**src/rtl/rank_writeback.sv**
```systemverilog
// Packs the in-order rank stream into 512-bit lines and writes each line as one AXI single-beat write.
// Latency: the last rank of a line raises awvalid_m/wvalid_m next cycle; a B handshake reopens rank_ready next cycle.
// Backpressure: rank_ready is high only in FILL; only one line is in flight, so AXI stalls hold the upstream off.
module rank_writeback #(
  parameter int          INT_W  = 64,
  parameter int          LANES  = 8,
  parameter logic [15:0] AXI_ID = 16'd2
) (
  input  logic                     clk,
  input  logic                     rst,
  input  logic                     start,
  input  logic [63:0]              base_addr,
  input  logic [63:0]              n_vertices,
  input  logic                     rank_valid,
  input  logic [INT_W-1:0]         rank_data,
  output logic                     rank_ready,
  output logic [15:0]              awid_m,
  output logic [63:0]              awaddr_m,
  output logic [7:0]               awlen_m,
  output logic [2:0]               awsize_m,
  output logic                     awvalid_m,
  input  logic                     awready_m,
  output logic [15:0]              wid_m,
  output logic [INT_W*LANES-1:0]   wdata_m,
  output logic [INT_W*LANES/8-1:0] wstrb_m,
  output logic                     wlast_m,
  output logic                     wvalid_m,
  input  logic                     wready_m,
  input  logic [15:0]              bid_m,
  input  logic [1:0]               bresp_m,
  input  logic                     bvalid_m,
  output logic                     bready_m,
  output logic                     done,
  output logic                     err,
  output logic [63:0]              lines_written
);

  localparam int          LINE_W    = INT_W * LANES;
  localparam int          STRB_W    = LINE_W / 8;
  localparam int          LANE_B    = INT_W / 8;
  localparam int          LIDX_W    = $clog2(LANES);
  localparam int          LINE_SH   = $clog2(STRB_W);
  localparam logic [63:0] ADDR_MASK = ~(64'(STRB_W) - 64'd1);

  typedef enum logic [1:0] {IDLE, FILL, SEND, RESP} state_t;

  state_t              state;
  logic [63:0]         base_q;
  logic [63:0]         remaining;
  logic [LIDX_W-1:0]   lane_idx;
  logic [63:0]         line_idx;
  logic [LINE_W-1:0]   lane_buf;
  logic [STRB_W-1:0]   strb_q;
  logic                awvalid_q;
  logic                wvalid_q;
  logic                done_q;
  logic                err_q;
  logic [63:0]         lines_q;

  logic                last_lane;
  logic                aw_done;
  logic                w_done;
  logic                unused_bid;

  // Response IDs are not checked: only one write is ever outstanding.
  assign unused_bid = ^bid_m;

  assign last_lane = (lane_idx == LIDX_W'(LANES - 1));
  assign aw_done   = !awvalid_q || awready_m;
  assign w_done    = !wvalid_q || wready_m;

  assign awid_m        = AXI_ID;
  assign wid_m         = AXI_ID;
  assign awlen_m       = 8'd0;
  assign awsize_m      = 3'(LINE_SH);
  // Line address is a plain 64-bit add, so it wraps silently at the top of the address space.
  assign awaddr_m      = base_q + (line_idx << LINE_SH);
  assign awvalid_m     = awvalid_q;
  assign wvalid_m      = wvalid_q;
  assign wlast_m       = wvalid_q;
  assign wdata_m       = lane_buf;
  assign wstrb_m       = strb_q;
  assign rank_ready    = (state == FILL);
  assign bready_m      = (state == RESP);
  assign done          = done_q;
  assign err           = err_q;
  assign lines_written = lines_q;

  // Round sequencing: fill a line, issue aw/w independently, wait for B, repeat until all ranks are written.
  always_ff @(posedge clk or posedge rst) begin
    if (rst) begin
      state     <= IDLE;
      base_q    <= '0;
      remaining <= '0;
      lane_idx  <= '0;
      line_idx  <= '0;
      lane_buf  <= '0;
      strb_q    <= '0;
      awvalid_q <= 1'b0;
      wvalid_q  <= 1'b0;
      done_q    <= 1'b0;
      err_q     <= 1'b0;
      lines_q   <= '0;
    end else begin
      case (state)
        IDLE: begin
          if (start) begin
            base_q    <= base_addr & ADDR_MASK;
            remaining <= n_vertices;
            lane_idx  <= '0;
            line_idx  <= '0;
            lane_buf  <= '0;
            strb_q    <= '0;
            err_q     <= 1'b0;
            lines_q   <= '0;
            // An empty round completes immediately without touching the bus.
            if (n_vertices == 64'd0) begin
              done_q <= 1'b1;
            end else begin
              done_q <= 1'b0;
              state  <= FILL;
            end
          end
        end
        FILL: begin
          if (rank_valid) begin
            lane_buf[lane_idx*INT_W +: INT_W] <= rank_data;
            strb_q[lane_idx*LANE_B +: LANE_B] <= '1;
            lane_idx  <= lane_idx + 1'b1;
            remaining <= remaining - 64'd1;
            // A full line, or the final rank of a partial line, goes out next cycle.
            if (last_lane || remaining == 64'd1) begin
              state     <= SEND;
              awvalid_q <= 1'b1;
              wvalid_q  <= 1'b1;
            end
          end
        end
        SEND: begin
          if (awvalid_q && awready_m) awvalid_q <= 1'b0;
          if (wvalid_q && wready_m)   wvalid_q  <= 1'b0;
          if (aw_done && w_done)      state     <= RESP;
        end
        RESP: begin
          if (bvalid_m) begin
            lines_q <= lines_q + 64'd1;
            if (bresp_m != 2'b00) err_q <= 1'b1;
            if (remaining == 64'd0) begin
              done_q <= 1'b1;
              state  <= IDLE;
            end else begin
              lane_idx <= '0;
              lane_buf <= '0;
              strb_q   <= '0;
              line_idx <= line_idx + 64'd1;
              state    <= FILL;
            end
          end
        end
        default: state <= IDLE;
      endcase
    end
  end

endmodule

```
**config.mk**
```make
export PLATFORM = sky130hd
export DESIGN_NAME = rank_writeback
export DESIGN_NICKNAME = d
export VERILOG_FILES = /design/src/rtl/rank_writeback.sv
export SDC_FILE = /design/constraint.sdc
export NUM_CORES = 2
export LEC_CHECK = 0
export CORE_AREA = 2 2 374 376
export DETAILED_ROUTE_END_ITERATION = 8
export DIE_AREA = 0 0 376 378
export SYNTH_ARGS = -nofsm -noshare
export SYNTH_HDL_FRONTEND = slang
export SYNTH_SLANG_ARGS = --single-unit
```
**constraint.sdc**
```tcl
create_clock -name clk -period 38 [get_ports clk]
set_clock_uncertainty 0.15 [all_clocks]
set_input_delay 5.7 -clock clk [delete_from_list [all_inputs] [get_ports clk]]
set_output_delay 5.7 -clock clk [all_outputs]
set_load 0.02 [all_outputs]
```
==> flow_metrics.env <==
export IMPL_run_status="finished clean"
export IMPL_worstSetupStartpointType="register"
export IMPL_hold_viol_final=0
export IMPL_post_route_drc_count=0
export IMPL_post_route_cells_drive_above_1_share_pct=7.53
export IMPL_synthDominantAreaCellType="sky130_fd_sc_hd__dfrtp_1"
export IMPL_clkTransAtPathRegs_ns=0.06
export IMPL_clockRootBuffer="sky130_fd_sc_hd__clkbuf_16"
export IMPL_post_synth_main_area_contributors="sky130_fd_sc_hd__dfrtp_1 (54%), sky130_fd_sc_hd__a22o_1 (12%), sky130_fd_sc_hd__nand2_1 (2.7%)"
export IMPL_finalCoreUtilization_pct=35.4
export IMPL_wl_um=152000
export IMPL_number_of_clock_buffers_inserted_by_tritoncts=93
export IMPL_timing_setup_critical_path_class="reg -> out"
export IMPL_min_delay_path_depth=2
export IMPL_synth_async_reset_ratio_pct=100
export IMPL_finalMaxSlewViolations=0
export IMPL_syn_area_um2=35800
export IMPL_worstReg2RegEnd="wdata_m[426]"
export IMPL_drtIter0Drc=2200
export IMPL_synthesis_area_per_instance_um2=10.8
export IMPL_critical_path_peak_fanout=5
export IMPL_ys_ff_latch=773
export IMPL_signal_arrival_time_at_the_worst_endpoint_ns=5.15
export IMPL_place_inst=5745
export IMPL_drt_pass1_iter_count=5
export IMPL_post_cts_setup_buffers=0
export IMPL_die_area_um2=142000
export IMPL_clock_sinks=773
export IMPL_post_dp_hpwl_um=108000
export IMPL_p_per_area_nw_per_um2=64.5
export IMPL_fmax_ghz=0.0909
export IMPL_worstHoldEndpoint="wdata_m[263]"
export IMPL_count_of_endpoints_failing_setup_in_the_final_report=0
export IMPL_globalRoute_totalOverflow=0
export IMPL_drt_antenna_violating_nets=0
export IMPL_layout_area_overhead_vs_synth_pct=37.2
export IMPL_power_leakage_nw=20.9
export IMPL_cap_viol_max_count=0
export IMPL_r2r_worst_path_cells=11
export IMPL_period_minus_slack_ns=11.00
export IMPL_via_count=30400
export IMPL_cts_resized=0
export IMPL_final_cells=5915
export IMPL_yosys_warnings=0
export IMPL_core_um2=139000
export IMPL_slew_headroom_pct=17.6
export IMPL_floorplan_die_height_um=378
export IMPL_htree_levels=3
export IMPL_rows=137
export IMPL_data_required_time_at_the_worst_endpoint_ns=32.15
export IMPL_timing_reg2reg_setup_slack_ns=33.46
export IMPL_cts_tree="yes"
export IMPL_syn_instance_count=3312
export IMPL_global_route_usage_over_all_layers_pct=20.7
export IMPL_route_detailed_wl_per_inst_um=25.7
export IMPL_rsz0062_at_grt="false"
export IMPL_postSynth_topFlopCell="sky130_fd_sc_hd__dfrtp_1"
export IMPL_chipWidth_um=376
export IMPL_port_buffers=899
export IMPL_final_nets=4325
export IMPL_placement_cell_area_um2=45900
export IMPL_pin_count=971
export IMPL_post_synth_top_area_fraction_pct=54.1
export IMPL_number_of_antenna_violations_at_the_first_check_in_global_routing=10
export IMPL_worst_slew_pin_slew_ns=1.23
export IMPL_netlist_cell_type_count=77
export IMPL_cts_hold_fix_buffers=0
export IMPL_clock_latency_ns=0.72
export IMPL_total_negative_setup_slack_ns=0
export IMPL_gpl_final_weighted_congestion=0.897
export IMPL_pin_count_of_the_biggest_net_entering_global_routing=100
export IMPL_grt_pass1_wl_um=217000
export IMPL_regToRegStartpoint="state[0]"
export IMPL_stdcell_area_um2=49100
export IMPL_via_per_instance_ratio=5.15
export IMPL_worstHoldPathType="reg -> reg"
export IMPL_vdd_drop_max_v=0.0000822
export IMPL_yosysSeqAreaShare_pct=54.1
export IMPL_hold_path_startpoint="wdata_m[263]"
export IMPL_first_global_vias=30100
export IMPL_crit_path_end_kind="primary output"
export IMPL_min_period_over_period_pct=28.9
export IMPL_initial_cell_density_of_the_core_pct=25.8
export IMPL_synth_enable_flop_cells=0
export IMPL_cts_buffer_depth=3
## worst max-delay path by stage
stage	from	endpoint
after floorplan	rst	awvalid_m
after global placement	line_idx[0]	awaddr_m[56]
after detailed placement	line_idx[0]	awaddr_m[60]
after CTS	line_idx[0]	awaddr_m[60]
after global routing	line_idx[0]	awaddr_m[60]
final	line_idx[0]	awaddr_m[60]
## Yosys cell counts, types with 6 or more instances
cell type / count
sky130_fd_sc_hd__a211oi_1: 7
sky130_fd_sc_hd__a21o_1: 25
sky130_fd_sc_hd__a21oi_1: 174
sky130_fd_sc_hd__a221o_1: 6
sky130_fd_sc_hd__a22o_1: 482
sky130_fd_sc_hd__a31oi_1: 8
sky130_fd_sc_hd__and2_1: 10
sky130_fd_sc_hd__and3_1: 30
sky130_fd_sc_hd__and4_1: 16
sky130_fd_sc_hd__buf_1: 76
sky130_fd_sc_hd__buf_2: 49
sky130_fd_sc_hd__buf_4: 106
sky130_fd_sc_hd__clkbuf_1: 132
sky130_fd_sc_hd__dfrtp_1: 773
sky130_fd_sc_hd__ha_1: 74
sky130_fd_sc_hd__inv_1: 48
sky130_fd_sc_hd__mux2_2: 60
sky130_fd_sc_hd__mux2i_1: 17
sky130_fd_sc_hd__nand2_1: 255
sky130_fd_sc_hd__nand2b_1: 10
sky130_fd_sc_hd__nand3_1: 85
sky130_fd_sc_hd__nand4_1: 58
sky130_fd_sc_hd__nor2_1: 199
sky130_fd_sc_hd__nor2b_1: 11
sky130_fd_sc_hd__nor3_1: 54
sky130_fd_sc_hd__nor4_1: 43
sky130_fd_sc_hd__o211ai_1: 9
sky130_fd_sc_hd__o21a_1: 9
sky130_fd_sc_hd__o21ai_0: 150
sky130_fd_sc_hd__o21bai_1: 12
sky130_fd_sc_hd__o22ai_1: 57
sky130_fd_sc_hd__o31ai_1: 6
sky130_fd_sc_hd__or2_2: 7
sky130_fd_sc_hd__or3_1: 36
sky130_fd_sc_hd__or4_1: 7
sky130_fd_sc_hd__xnor2_1: 68
sky130_fd_sc_hd__xor2_1: 72
## power breakdown
group          internal, W  switching (W)  total, W  leakage, nW
clock             0.000529       0.000395  0.000924         1.55
sequential        0.000936       0.000110   0.00105         10.5
combinational     0.000387       0.000805   0.00119         8.88
total              0.00185        0.00131   0.00316         20.9
## per-stage QoR
step           power, W  hold WS, ns  worst slack, ns
2_1_floorplan   0.00177        0.336            10.45
3_3_place_gp    0.00224        0.312            27.73
3_5_place_dp    0.00225        0.320            27.72
4_1_cts         0.00319        0.334            26.88
5_1_grt         0.00332        0.355            26.67
6_report        0.00316        0.331            27.00
## routing by layer
metal  part of all wire (%)  track usage [%]
met1                     40             26.1
met3                    8.8             5.94
met5                  0.012                0
met4                    4.3             8.42
met2                     46             33.2
## registers in the layout, indices dropped and copies added (netlist names)
register       cells
wdata_m          512
lines_written     64
remaining         64
base_q            58
line_idx          58
wstrb_m            8
lane_idx           3
state              2
awvalid_m          1
done               1
err                1
wlast_m            1
## area by class of cell
type | instances | area [um^2]
antenna | 4 | 10.0
clock buffer | 129 | 2660
clock inverter | 37 | 513
fill | 13700 | 89400
inverter | 48 | 188
multi-input combinational | 2174 | 14800
sequential | 773 | 19300
tap | 1807 | 2260
timing repair buffer | 943 | 9330
## placed cells by master, fill, tap and decap left out, types with 20 or more instances in the layout
cell,synthesis,final
sky130_fd_sc_hd__clkdlybuf4s50_1,0,899
sky130_fd_sc_hd__dfrtp_1,773,773
sky130_fd_sc_hd__a22o_1,482,482
sky130_fd_sc_hd__nand2_1,255,246
sky130_fd_sc_hd__nor2_1,199,190
sky130_fd_sc_hd__a21oi_1,174,174
sky130_fd_sc_hd__o21ai_0,150,150
sky130_fd_sc_hd__clkbuf_16,0,93
sky130_fd_sc_hd__nand3_1,85,85
sky130_fd_sc_hd__ha_1,74,73
sky130_fd_sc_hd__xor2_1,72,72
sky130_fd_sc_hd__xnor2_1,68,68
sky130_fd_sc_hd__mux2_2,60,60
sky130_fd_sc_hd__nand4_1,58,58
sky130_fd_sc_hd__o22ai_1,57,57
sky130_fd_sc_hd__conb_1,2,49
sky130_fd_sc_hd__nor3_1,54,48
sky130_fd_sc_hd__inv_1,48,47
sky130_fd_sc_hd__buf_4,106,44
sky130_fd_sc_hd__nor4_1,43,43
sky130_fd_sc_hd__or3_1,36,36
sky130_fd_sc_hd__and3_1,30,30
sky130_fd_sc_hd__a21o_1,25,25
sky130_fd_sc_hd__clkbuf_8,0,20
## logic make-up after synthesis
| group | synth area share [%] |
|---|---|
| compound gates | 20.0 |
| xor+xnor | 3.43 |
| fa+ha+maj | 2.65 |
| buf+inv | 5.61 |
| flops | 54.1 |
| mux | 2.37 |
| other cells | 0.0210 |
| simple gates | 11.8 |
## critical path, stage by stage, from the launching register on
cell and delay [ns]:
sky130_fd_sc_hd__dfrtp_1 0.45, sky130_fd_sc_hd__ha_1 0.26, sky130_fd_sc_hd__inv_1 0.07, sky130_fd_sc_hd__fa_1 0.40
sky130_fd_sc_hd__nand2b_1 0.18, sky130_fd_sc_hd__a21oi_1 0.38, sky130_fd_sc_hd__o2111ai_1 0.22, sky130_fd_sc_hd__a21oi_1 0.30
sky130_fd_sc_hd__nor2_1 0.21, sky130_fd_sc_hd__o21ai_0 0.80, sky130_fd_sc_hd__a41oi_1 0.25, sky130_fd_sc_hd__xnor2_1 0.27
sky130_fd_sc_hd__clkdlybuf4s50_1 0.65
(Power assumes the default switching activity.)
